==> src/rtl/link_monitor_mc_pkg.sv <==
// Shared state encodings and helpers for the multi-lane link monitor.
// Optional link-fail statistics are enabled with the LINK_MONITOR_STATS_EN macro.
package link_monitor_mc_pkg;

  typedef enum logic [1:0] {
    LM_DOWN      = 2'd0,
    LM_STABILIZE = 2'd1,
    LM_READY     = 2'd2,
    LM_UP        = 2'd3
  } lm_state_t;

  function automatic int lm_clog2(input int value);
    int r;
    int v;
    r = 0;
    v = value - 1;
    while (v > 0) begin
      r = r + 1;
      v = v >> 1;
    end
    return r;
  endfunction

endpackage

==> src/rtl/link_monitor_mc_lane.sv <==
// One lane of the link monitor: FSM, stabilise timer, loss filter, optional fail counter.
// The fail counter exists only when LINK_MONITOR_STATS_EN is defined.
module link_monitor_lane
  import link_monitor_mc_pkg::*;
#(
  parameter int TIMER_WIDTH      = 17,
  parameter int STABILIZE_CYCLES = 41250,
  parameter int TEST_CYCLES      = 16,
  parameter int LOSS_FILTER      = 0,
  parameter int STAT_WIDTH       = 16
) (
  input  logic                  clk,
  input  logic                  rst,
  input  logic                  signal_status,
  input  logic                  locked,
  input  logic                  loopback,
  input  logic                  test_mode,
  input  logic                  clear_stats,
  output logic [1:0]            state,
  output logic [STAT_WIDTH-1:0] fail_count
);

  localparam int LW = (LOSS_FILTER < 1) ? 1 : lm_clog2(LOSS_FILTER + 1);

  lm_state_t              state_q, state_d;
  logic [TIMER_WIDTH-1:0] timer_q, timer_d, load_val;
  logic [LW-1:0]          loss_q, loss_d;
  logic                   lb_q;
  logic                   lb_rise, lb_fall;
  lm_state_t              lock_next;

  assign load_val  = test_mode ? TIMER_WIDTH'(TEST_CYCLES - 1) : TIMER_WIDTH'(STABILIZE_CYCLES - 1);
  assign lb_rise   = loopback & ~lb_q;
  assign lb_fall   = ~loopback & lb_q;
  assign lock_next = locked ? LM_UP : LM_READY;
  assign state     = state_q;

  always_comb begin
    state_d = state_q;
    timer_d = timer_q;
    loss_d  = '0;
    if (lb_fall) begin
      state_d = LM_DOWN;
    end else if (loopback) begin
      // Loopback bypasses the timer and loss filter; only lock matters.
      state_d = lb_rise ? LM_READY : lock_next;
    end else begin
      case (state_q)
        LM_DOWN: begin
          if (signal_status) state_d = LM_STABILIZE;
        end
        LM_STABILIZE: begin
          if (!signal_status)      state_d = LM_DOWN;
          else if (timer_q == '0)  state_d = LM_READY;
          else                     timer_d = timer_q - TIMER_WIDTH'(1);
        end
        default: begin
          if (!signal_status) begin
            if (loss_q == LW'(LOSS_FILTER)) begin
              state_d = LM_DOWN;
            end else begin
              loss_d  = loss_q + LW'(1);
              state_d = lock_next;
            end
          end else begin
            state_d = lock_next;
          end
        end
      endcase
    end
    // test_mode is only looked at here, so a running count is never disturbed.
    if (state_q == LM_DOWN || state_d == LM_DOWN) timer_d = load_val;
  end

  always_ff @(posedge clk) begin
    if (rst) begin
      state_q <= LM_DOWN;
      timer_q <= load_val;
      loss_q  <= '0;
      lb_q    <= 1'b0;
    end else begin
      state_q <= state_d;
      timer_q <= timer_d;
      loss_q  <= loss_d;
      lb_q    <= loopback;
    end
  end

`ifdef LINK_MONITOR_STATS_EN
  logic [STAT_WIDTH-1:0] cnt_q;
  logic                  up_exit;

  assign up_exit    = (state_q == LM_UP) && (state_d != LM_UP);
  assign fail_count = cnt_q;

  always_ff @(posedge clk) begin
    if (rst) begin
      cnt_q <= '0;
    end else if (clear_stats) begin
      cnt_q <= STAT_WIDTH'(up_exit);
    end else if (up_exit && !(&cnt_q)) begin
      cnt_q <= cnt_q + STAT_WIDTH'(1);
    end
  end
`else
  logic unused_clear_stats;
  assign unused_clear_stats = clear_stats;
  assign fail_count         = '0;
`endif

endmodule

==> src/rtl/link_monitor_mc.sv <==
// Multi-lane PMA link monitor: one independent link_monitor_lane per lane.
// Define LINK_MONITOR_STATS_EN to enable per-lane link-fail counters.
module link_monitor_mc
  import link_monitor_mc_pkg::*;
#(
  parameter int LANES            = 1,
  parameter int TIMER_WIDTH      = 17,
  parameter int STABILIZE_CYCLES = 41250,
  parameter int TEST_CYCLES      = 16,
  parameter int LOSS_FILTER      = 0,
  parameter int STAT_WIDTH       = 16
) (
  input  logic                        clk,
  input  logic                        rst,
  input  logic [LANES-1:0]            signal_status,
  input  logic [LANES-1:0]            locked,
  input  logic [LANES-1:0]            loopback,
  input  logic                        test_mode,
  input  logic                        clear_stats,
  output logic [LANES-1:0]            link_status,
  output logic [LANES-1:0]            stabilizing,
  output logic [LANES*STAT_WIDTH-1:0] link_fail_count
);

  if ((2 ** TIMER_WIDTH) < STABILIZE_CYCLES) begin : g_timer_too_narrow
    $error("TIMER_WIDTH too small for STABILIZE_CYCLES");
  end

  for (genvar i = 0; i < LANES; i++) begin : g_lane
    logic [1:0] lane_state;

    link_monitor_lane #(
      .TIMER_WIDTH      (TIMER_WIDTH),
      .STABILIZE_CYCLES (STABILIZE_CYCLES),
      .TEST_CYCLES      (TEST_CYCLES),
      .LOSS_FILTER      (LOSS_FILTER),
      .STAT_WIDTH       (STAT_WIDTH)
    ) u_lane (
      .clk           (clk),
      .rst           (rst),
      .signal_status (signal_status[i]),
      .locked        (locked[i]),
      .loopback      (loopback[i]),
      .test_mode     (test_mode),
      .clear_stats   (clear_stats),
      .state         (lane_state),
      .fail_count    (link_fail_count[i*STAT_WIDTH +: STAT_WIDTH])
    );

    // Pure decode of registered state: no input-to-output path.
    assign link_status[i] = (lane_state == LM_UP);
    assign stabilizing[i] = (lane_state == LM_STABILIZE);
  end

endmodule
==> config.mk <==
export PLATFORM = sky130hd
export DESIGN_NAME = link_monitor_mc
export DESIGN_NICKNAME = d
export VERILOG_FILES = /design/src/rtl/link_monitor_mc_pkg.sv /design/src/rtl/link_monitor_mc_lane.sv /design/src/rtl/link_monitor_mc.sv
export SDC_FILE = /design/constraint.sdc
export NUM_CORES = 1
export LEC_CHECK = 0
export ABC_CLOCK_PERIOD_IN_PS = 2800
export CORE_ASPECT_RATIO = 1.2
export CORE_MARGIN = 2
export CORE_UTILIZATION = 45
export DETAILED_ROUTE_END_ITERATION = 8
export GPL_ROUTABILITY_DRIVEN = 1
export PLACE_DENSITY = 0.7
export SLEW_MARGIN = 10
export SYNTH_ARGS = -nofsm -noshare
export SYNTH_HDL_FRONTEND = slang
export SYNTH_SLANG_ARGS = --single-unit
==> constraint.sdc <==
create_clock -name clk -period 2.8 [get_ports clk]
set_input_delay 0.28 -clock clk [delete_from_list [all_inputs] [get_ports clk]]
set_output_delay 0.28 -clock clk [all_outputs]
set_load 0.02 [all_outputs]
======== After elaboration in Yosys (flattened, before gate mapping) ========
Cells that the tools add are included.
word-level totals
  bits in registers ....................... 21
  bits of input ports ..................... 7
  output and inout bits ................... 18
  logic and storage cells ................. 42
operators by class
  add/subtract/negate cells ............... 2
  eq/ne operators ......................... 5
  multiplexer cells ....................... 18
  bitwise logic cells ..................... 5
  reduce and logical (&&, ||, !) cells .... 8
operators with widths
  kind                                                    number
  2-to-1 mux 17 bit                                       7
  zero test 17 bit                                        1
  subtractor 17 x 1 -> 17 bit (second input constant)     1
  2-to-1 mux 16 bit                                       1
  2-to-1 mux 2 bit                                        8
  OR reduction 7 bit                                      1
  inequality test 3 bit (second input constant)           2
  nonzero test 3 bit                                      2
  AND reduction 5 bit                                     1
  zero test 2 bit                                         2
  one-hot mux 2 bit (2 select lines)                      1
  inequality test 3 x 2 -> 1 bit (second input constant)  1
  NOT 1 bit                                               3
  AND 1 bit                                               2
  == test 2 x 1 -> 1 bit (second input constant)          1
  == test 2 bit (second input constant)                   1
  adder 1 bit (second input constant)                     1
  logical OR 1 bit                                        1
  2-to-1 mux 1 bit                                        1

======== Logic depth before layout (Yosys ltp) ========
Gate-level depths: netlist (run 1).
  depth in word-level cells ............... 10
  gate-level depth with buffers ........... 7
  gate-level depth less buffers ........... 6

======== Modules after synthesis ========
A second synthesis (run 1) with hierarchy kept.
second synthesis, totals
  cell total of the unflattened synthesis .. 126
  area total of the unflattened synthesis .. 1,346.3 um^2
modules (own cells, without submodules)
  module             times used  cells each  area an instance (um^2)  sequential area each (um^2)
  link_monitor_lane  1           124         1,330.0                  590.6
  link_monitor_mc    1           2           16.3                     0.0

======== Least setup slack after synthesis (run 1) ========
Ideal clock, no wire load.
  path kind ............................... register to register
  start point ............................. register g_lane[0].u_lane.timer_q[4]
  end point ............................... register g_lane[0].u_lane.timer_q[0], enable pin
  setup time .............................. 0.342 ns
  arrival ................................. 1.923 ns
  required time ........................... 2.458 ns
  path slack .............................. 0.535 ns
  cell stages (with the launch flop) ...... 7
  path buffers ............................ 1
  clock period less this slack ............ 2.265 ns
  path through ............................ edfxtp_1 nor4_4 and3b_4 a41oi_4 o21ai_4 buf_8 a31o_2
between the ends
  word-level cells in the longest chain between the ends .. 10
  elaborated cells on any way between the ends .. 14
  classes of those cells .................. eq/ne: 3; mux: 5; reduce/logical: 6
RTL lines
  what                                                                  RTL line                    RTL
  start, declared                                                       link_monitor_mc_lane.sv:26  logic [TIMER_WIDTH-1:0] timer_q, timer_d, load_val;
  start signal, assigned                                                link_monitor_mc_lane.sv:78  timer_q <= load_val;
  start signal, assigned                                                link_monitor_mc_lane.sv:83  timer_q <= timer_d;
  zero test 17 bit *                                                    link_monitor_mc_lane.sv:54  else if (timer_q == '0) state_d = LM_READY;
  2-to-1 mux 2 bit                                                      link_monitor_mc_lane.sv:54
  2-to-1 mux 2 bit                                                      link_monitor_mc_lane.sv:53  if (!signal_status) state_d = LM_DOWN;
  one-hot mux 2 bit (2 select lines)                                    link_monitor_mc_lane.sv:48  case (state_q)
  2-to-1 mux 2 bit                                                      link_monitor_mc_lane.sv:44  end else if (loopback) begin
  2-to-1 mux 2 bit                                                      link_monitor_mc_lane.sv:42  if (lb_fall) begin
  zero test 2 bit                                                       link_monitor_mc_lane.sv:72  if (state_q == LM_DOWN || state_d == LM_DOWN) timer_d = load_val;
  logical OR 1 bit                                                      link_monitor_mc_lane.sv:72
  inequality test 3 bit (no source line), or another cell as far along  --
  AND reduction 5 bit (no source line) *                                --
Mark *: on every way between the ends. The rest lies on a longest branch, timed or not.
A chain may end at the register's enable or synchronous reset.

======== Worst setup path after layout (run 1) ========
  start point ............................. register g_lane[0].u_lane.timer_q[4]
  end point ............................... register g_lane[0].u_lane.timer_q[11], enable pin
The elaborated chain is that of the path after synthesis.

==> flow_summary.toml, run 1 <==
[cts]
ctsResizeCount = 0
clockRootBuffer = "clkbuf_4"
cts_setup_buffers = 0
cts_made_buffers = 3
clock_sinks = 21
clock_latency_ps = 310
h-tree-depth = 1
path_clk_slew_ps = 130
clk_path_buf_depth = 2
cts.hold.buffers_added = 0
cts_tree = "built"

[final_layout]
layout-drive-gt1-share = 0.0857
finish.utilization = 0.508
diodes = 0
fillers = 266
area_growth_pct = 6.34
nets = 150

[timing]
worst_slew_pin_slew_ps = 573
max_freq_mhz = 412
rsz0062_at_grt = "false"
finalSetupTns_ps = 0
fin_crit_sh = 0.867
setup_violations = 0
skew_ps = 9.58
min_period_ps = 2430
final_max_slew_viol_count = 0
fin_ws_ps = 374
max_slew_margin = 0.616
hold_viol_final = 0

[place]
dp_slack_ps = 374
io_buffer_count = 7
hpwl_um = 1610
gp_congestion = 0.811

[drt]
wl_per_cell_um = 12.4
ant_nets = 0
drt-vias-per-instance = 4.97
first_pass_iters = 4
vias = 864
drtIter0Drc = 10
wl_um = 2160
drc = 0

[floorplanning]
io_pins = 25
fp.dieW_um = 53.9
coreArea_um2 = 2810
placementRows = 21
die_h_um = 63.8
dieArea_um2 = 3440
initial_utilization = 0.478

[critical_path]
critPathKind = "flip-flop to flip-flop"
reg2reg_slack_ps = 370
crit_fanout = 18
r2r_start = "g_lane[0].u_lane.timer_q[4]"
required_ps = 2830
end_kind = "flip-flop"
reg2regPathDepth = 6
cp.arrival_ps = 2460
crit_path_start_kind = "flip-flop"
regToRegEndpoint = "g_lane[0].u_lane.timer_q[11]"

[min_path]
min_path_type = "input pin to flip-flop"
hp-start = "rst"
hold_depth = 2
hold_end = "g_lane[0].u_lane.lb_q"

[grt]
grt_pass1_vias = 855
antenna_found_initial = 0
track_usage = 0.147
overflow = 0
grt_pass1_wl_um = 3750
grt_max_degree = 19

[pwr]
peakVddDrop_uv = 327
p_leak_nw = 0.573
pwr_density_cell_nw_per_um2 = 471

[run]
maxCapViolations = 0

[yosys]
ys_ff_latch = 21
avgSynthCellArea_um2 = 10.4
ys_seq_area_frac = 0.440
synthCells = 129
synth_area_um2 = 1340
yosys_warnings = 0
ys_types = 32

[run_status]
outcome = "complete, no violations"
worst max-delay path: stages, from the launching register on:
cell      delay [ps]
edfxtp_1         490
nor4_4           340
and3b_4          270
a41oi_4          130
o21ai_4          520
a31o_2           230
buf_12           160
cells in the mapped netlist, drive strengths merged:
master	instances	area (µm²)
a41oi	1	27.5
mux2i	7	70.1
and2b	1	7.51
nand3	2	10.0
edfxtp	17	510
inv	4	15.0
or2	1	6.26
dfxtp	4	80.1
conb	1	3.75
and2	3	18.8
nand2	8	30.0
nand2b	1	6.26
ha	2	25.0
nor2	18	67.6
xor2	3	26.3
nor2b	4	25.0
and3	2	12.5
xnor2	11	96.3
buf	17	135
nor3	7	35.0
o21ai	3	26.3
o41a	1	11.3
and3b	2	21.3
nor4	4	40.0
a31o	2	17.5
a21oi	1	5.00
or3	1	6.26
nand4	1	6.26
state kept, by name, indices dropped and copies added (netlist names):
register	cells
g_lane.u_lane.timer_q	17
g_lane.u_lane.loss_q	1
g_lane.u_lane.state	2
g_lane.u_lane.lb_q	1
power by group:
group          internal (W)  total [W]  leakage [nW]  switching (W)
clock             0.0000534   0.000151        0.0177      0.0000972
combinational     0.0000534   0.000126         0.336      0.0000727
sequential         0.000367   0.000396         0.219      0.0000291
total              0.000474   0.000673         0.573       0.000199
final cells by class:
| cell class | count | area, µm² | area share |
|---|---|---|---|
| multi-input cells | 103 | 662 | 0.464 |
| flip-flops and latches | 21 | 591 | 0.414 |
| repair buffers | 8 | 90.1 | 0.0631 |
| well taps | 34 | 42.5 | 0.0298 |
| clock buffers | 3 | 22.5 | 0.0158 |
| inverters | 4 | 15.0 | 0.0105 |
| clock inverters | 1 | 5.00 | 0.00351 |
cells in the final DEF, fill, tap and decap left out, types with 7 or more instances in the layout:
cell type        netlist  routed
clkdlybuf4s50_1        0       7
xnor2_1               11      11
nor2_1                18      18
edfxtp_1              17      17
conb_1                 1      17
nand2_1                8       8
nor3_1                 7       7
mux2i_1                7       7
cells by family (layout without fill, tap and decap cells):
group           Yosys count  after routing  share of synthesized area
flops                    21             21                      0.440
buf+inv                  21             16                      0.112
xor+xnor                 14             14                     0.0913
mux                       7              7                     0.0522
fa+ha+maj                 2              2                     0.0186
simple gates             55             55                      0.218
other cells               1             17                    0.00279
compound gates            8              8                     0.0652
routing by layer:
layer  wire length (µm)  GRT usage
met1               1000      0.197
met2               1090      0.233
met3                 54     0.0280
met4                 17     0.0481
met5                  0          0
how the worst max path moves through the flow:
| stage | start | endpoint | slack (ps) |
|---|---|---|---|
| 2_1_floorplan | g_lane[0].u_lane.timer_q[4] | g_lane[0].u_lane.timer_q[0] | 530 |
| 3_3_place_gp | g_lane[0].u_lane.timer_q[13] | g_lane[0].u_lane.timer_q[2] | 380 |
| 3_5_place_dp | g_lane[0].u_lane.timer_q[4] | g_lane[0].u_lane.timer_q[13] | 370 |
| 4_1_cts | g_lane[0].u_lane.timer_q[4] | g_lane[0].u_lane.timer_q[8] | 340 |
| 5_1_grt | g_lane[0].u_lane.timer_q[7] | g_lane[0].u_lane.timer_q[8] | 190 |
| 6_report | g_lane[0].u_lane.timer_q[4] | g_lane[0].u_lane.timer_q[11] | 370 |
through the flow:
step	std cells	cell area, µm²	hold WS [ps]	power [W]
after global routing	174	1430	569	0.000706
after detailed placement	170	1400	651	0.000530
after floorplan	145	1400	347	0.000513
after CTS	174	1430	567	0.000678
after global placement	170	1400	630	0.000525
final	174	1430	568	0.000673
Power figures use the tool's default switching activity.
==> run 2: changes to the inputs <==
CTS_BUF_LIST = sky130_fd_sc_hd__clkbuf_16   (was default)
==> flow_summary.toml, run 2 (synthesis results as in run 1) <==
[run_status]
outcome = "complete, no violations"

[critical_path]
crit_path_start_kind = "flip-flop"
critical_path.slowest_cell = "o21ai_4"
endpoint = "g_lane[0].u_lane.timer_q[8]"
reg2regPathDepth = 6
cp_num_buf_inv = 1
regToRegEndpoint = "g_lane[0].u_lane.timer_q[8]"
cp_top_family = "compound AO/OA/AOI/OAI gates"
reg2reg_slack_ps = 380
worstPathCellList = "nor4_4, and3b_4, a41oi_4, o21ai_4, a31o_2, buf_12"
crit_cells = 6
required_ps = 2760
crit_fanout = 18
startpoint = "g_lane[0].u_lane.timer_q[4]"
critPathMaxStageDelay_ps = 520
cp.arrival_ps = 2390
r2r_start = "g_lane[0].u_lane.timer_q[4]"
critPathKind = "flip-flop to flip-flop"
end_kind = "flip-flop"

[floorplanning]
coreArea_um2 = 2810
placementRows = 21
die_h_um = 63.8
fp.dieW_um = 53.9
initial_utilization = 0.478
dieArea_um2 = 3440
io_pins = 25

[final_layout]
final_cell_mix = "nor2_1, conb_1, edfxtp_1"
nets = 150
diodes = 0
area_growth_pct = 10.3
fin_cells = 174
finish.utilization = 0.526
fillers = 258
largest_reg_flops = 17
final_common_cell = "nor2_1"
regMostFlops = "g_lane.u_lane.timer_q"
layout-drive-gt1-share = 0.0857

[pwr]
pwr_density_cell_nw_per_um2 = 558
peakVddDrop_uv = 474
p_leak_nw = 0.597

[grt]
grt_pass1_vias = 865
overflow = 0
grt_max_degree = 19
grt_pass1_wl_um = 3820
track_usage = 0.152
antenna_found_initial = 0

[cts]
cts_made_buffers = 3
clk_path_buf_depth = 2
clockRootBuffer = "clkbuf_16"
clock_latency_ps = 260
path_clk_slew_ps = 60
h-tree-depth = 1
ctsResizeCount = 0
cts_setup_buffers = 0
cts_tree = "built"
cts.hold.buffers_added = 0
clock_sinks = 21

[drt]
first_pass_iters = 4
wl_per_cell_um = 12.8
drtIter0Drc = 11
wl_um = 2220
drc = 0
vias = 867
drt-vias-per-instance = 4.98
ant_nets = 0

[place]
dp_slack_ps = 374
io_buffer_count = 7
gp_congestion = 0.811
hpwl_um = 1610
place_inst = 170

[timing]
skew_ps = 4.64
hold_viol_final = 0
max_freq_mhz = 413
min_period_ps = 2420
finalSetupTns_ps = 0
rsz0062_at_grt = "false"
fin_crit_sh = 0.865
hold_ws_ps = 630
fin_ws_ps = 378
setup_violations = 0
final_max_slew_viol_count = 0
max_slew_margin = 0.621
worst_slew_pin_slew_ps = 566

[run]
maxCapViolations = 0

[min_path]
min_path_type = "input pin to flip-flop"
## run 2: worst min-delay path by stage
stage | slack, ps | depth (start not counted) | from | endpoint
2_1_floorplan | 350 | 1 | rst | g_lane[0].u_lane.lb_q
3_3_place_gp | 630 | 2 | g_lane[0].u_lane.timer_q[14] | g_lane[0].u_lane.timer_q[14]
3_5_place_dp | 650 | 2 | g_lane[0].u_lane.timer_q[14] | g_lane[0].u_lane.timer_q[14]
4_1_cts | 630 | 2 | rst | g_lane[0].u_lane.lb_q
5_1_grt | 640 | 2 | rst | g_lane[0].u_lane.lb_q
6_report | 630 | 2 | rst | g_lane[0].u_lane.lb_q
## run 2: cell type report
| class | count | area [µm²] | area share |
|---|---|---|---|
| multi-input combinational | 103 | 662 | 0.447 |
| sequential | 21 | 591 | 0.399 |
| timing repair buffer | 8 | 90.1 | 0.0609 |
| clock buffer | 3 | 75.1 | 0.0507 |
| tap | 34 | 42.5 | 0.0287 |
| inverter | 4 | 15.0 | 0.0101 |
| clock inverter | 1 | 5.00 | 0.00338 |
## run 2: power by group
group          switching (W)  internal [W]
clock network       0.000111      0.000192
registers          0.0000291      0.000368
logic              0.0000730     0.0000534
## run 2: routing by layer
layer | share of wire | GRT usage | vias to the layer above | routed length [µm]
met1 | 0.45 | 0.195 | 401 | 995
met4 | 0.019 | 0.0705 | 0 | 43
li1 | - | - | 435 | -
met2 | 0.49 | 0.238 | 26 | 1090
met5 | 0 | 0 | - | 0
met3 | 0.042 | 0.0304 | 5 | 93
## run 2: metrics by stage
step                      area, µm²  total power [W]
after floorplan                1400         0.000513
after global placement         1400         0.000525
after detailed placement       1400         0.000530
after CTS                      1480         0.000834
after global routing           1480         0.000863
final                          1480         0.000827
==> RTL edit: new RTL, settings of run 2 <==
`STAT_WIDTH` is set to 16 in 2 places; all go to 32.
--- a/src/rtl/link_monitor_mc_lane.sv
+++ b/src/rtl/link_monitor_mc_lane.sv
@@ -8,5 +8,5 @@
   parameter int TEST_CYCLES      = 16,
   parameter int LOSS_FILTER      = 0,
-  parameter int STAT_WIDTH       = 16
+  parameter int STAT_WIDTH       = 32
 ) (
   input  logic                  clk,
--- a/src/rtl/link_monitor_mc.sv
+++ b/src/rtl/link_monitor_mc.sv
@@ -9,5 +9,5 @@
   parameter int TEST_CYCLES      = 16,
   parameter int LOSS_FILTER      = 0,
-  parameter int STAT_WIDTH       = 16
+  parameter int STAT_WIDTH       = 32
 ) (
   input  logic                        clk,
Interface: changed (resized link_fail_count); port bits go from 25 to 41. No check against the original RTL was run, so the function may have changed too.
==> RTL edit against run 2 <==
Via count grew 5.9%; non-clock buffer count unchanged; power is 1.8% higher; utilization fell by 3.0 points; synthesized area is 8.9% higher; routed wire length up 3.8%; cell area increased by 3.4%; sequential cell count unchanged; setup slack better by 0.24 ns; critical path type unchanged.
==> RTL edit: results <==
metrics = {
    "clock_tree": {
        "cts_resized": 0,
        "clock_path_buffers": 2,
        "post_cts_buffers": 0,
        "cts-root-buf": "clkbuf_16",
        "path_clk_slew_ns": 0.06,
        "numClockSinks": 21,
        "h-tree-depth": 1,
        "clk_latency_ns": 0.25,
    },
    "synthesis": {
        "synth_cell_types": 32,
        "synthTopCellsByArea": "edfxtp_1 (35%), buf_4 (16%), xnor2_1 (6.6%)",
        "synth_edf_count": 17,
        "async_reset_ff_share_pct": 0,
        "ys_seq_area_share_pct": 40.4,
        "syn_inst": 145,
        "synth_commonest_cells": "buf_4 (32), nor2_1 (18), edfxtp_1 (17)",
        "ys_warn_count": 0,
    },
    "grt": {
        "grt_use_total_pct": 13.1,
        "grt_pass1_wl_mm": 3.81,
        "grt_max_degree": 18,
        "grt_pass1_vias": 852,
        "antenna_found_initial": 0,
    },
    "cells_and_area": {
        "drive_above_1_share_pct": 7.69,
        "largest_reg_flops": 17,
        "seq_area_sq_um": 591,
        "buffers": 8,
        "clockNetworkAreaShare_pct": 5.23,
        "regMostFlops": "g_lane.u_lane.timer_q",
        "antenna_cells": 0,
        "bufAreaShareNonClock_pct": 5.07,
        "nFillCells": 309,
        "multi_input_area_share_pct": 47.2,
        "nNetsFinal": 166,
        "num-multi-input-gates": 119,
        "nClkBuffers": 3,
        "inv_count": 4,
    },
    "drt": {
        "drc": 0,
        "viasPerCell": 4.78,
        "drt_iter0_markers": 23,
        "dr.pass1.iters": 4,
        "wl_per_cell_um": 12.0,
        "num_vias": 918,
    },
    "power": {
        "power.density_nw_per_um2": 550,
        "ir_drop_uv": 458,
        "p_leak_nw": 0.642,
    },
    "worst_setup_path": {
        "worstPathMaxFanout": 17,
        "critical_path.max_stage_delay_ns": 0.44,
        "crit_slowest_cell": "edfxtp_1",
    },
    "placement": {
        "gp_congestion": 0.760,
        "preCtsSetupSlack_ns": 0.487,
        "dp_hpwl_mm": 1.76,
        "dpl.cell_count": 188,
        "io_buffers": 7,
        "dpl_cell_area_sq_um": 1450,
    },
    "min_path": {
        "hold_class": "in -> reg",
    },
    "status": {
        "status": "complete, no violations",
    },
    "sta": {
        "finalClockSkew_ns": 0.00246,
    },
}
-- RTL edit: changes by cell type after synthesis, sizes merged --
cell and delta:
buf +16
-- RTL edit: layer usage --
metal / wire length [um] / part of all wire (%) / GRT usage [%]
met1: 937 / 41 / 15.0
met2: 1210 / 53 / 24.0
met3: 112 / 4.9 / 1.94
met4: 43 / 1.9 / 6.25
met5: 0 / 0 / 0
-- RTL edit: path summary, 6_finish.rpt --
path | from | endpoint | slack (ns) | depth (start not counted)
max | g_lane[0].u_lane.timer_q[7] | g_lane[0].u_lane.timer_q[9] | 0.62 | 5
min | rst | g_lane[0].u_lane.lb_q | 0.66 | 2
max reg2reg | g_lane[0].u_lane.timer_q[7] | g_lane[0].u_lane.timer_q[9] | 0.62 | 5
min reg2reg | g_lane[0].u_lane.timer_q[14] | g_lane[0].u_lane.timer_q[14] | 0.66 | 2
-- RTL edit: kinds of logic (layout without fill, tap and decap cells) --
group | after synthesis | count (layout) | share of synthesized area [%]
and+or+nand+nor | 55 | 55 | 20.0
adders and majority gates | 2 | 2 | 1.71
muxes | 7 | 7 | 4.79
DFF | 21 | 21 | 40.4
buffers and inverters | 37 | 16 | 18.5
xor gates and xnor gates | 14 | 14 | 8.38
other | 1 | 33 | 0.256
AOI/OAI and AO/OA | 8 | 8 | 5.99
-- RTL edit: power breakdown --
group	switching (mW)	internal, mW	leakage (nW)
registers	0.0299	0.368	0.219
clock network	0.109	0.192	0.0409
logic	0.0907	0.0509	0.382
-- RTL edit: worst max-delay path, delay by kind of cell (launching register included) --
family / cells / cell delay (ns)
and+or+nand+nor: 2 / 0.63
AOI/OAI and AO/OA: 3 / 0.75
DFF: 1 / 0.44
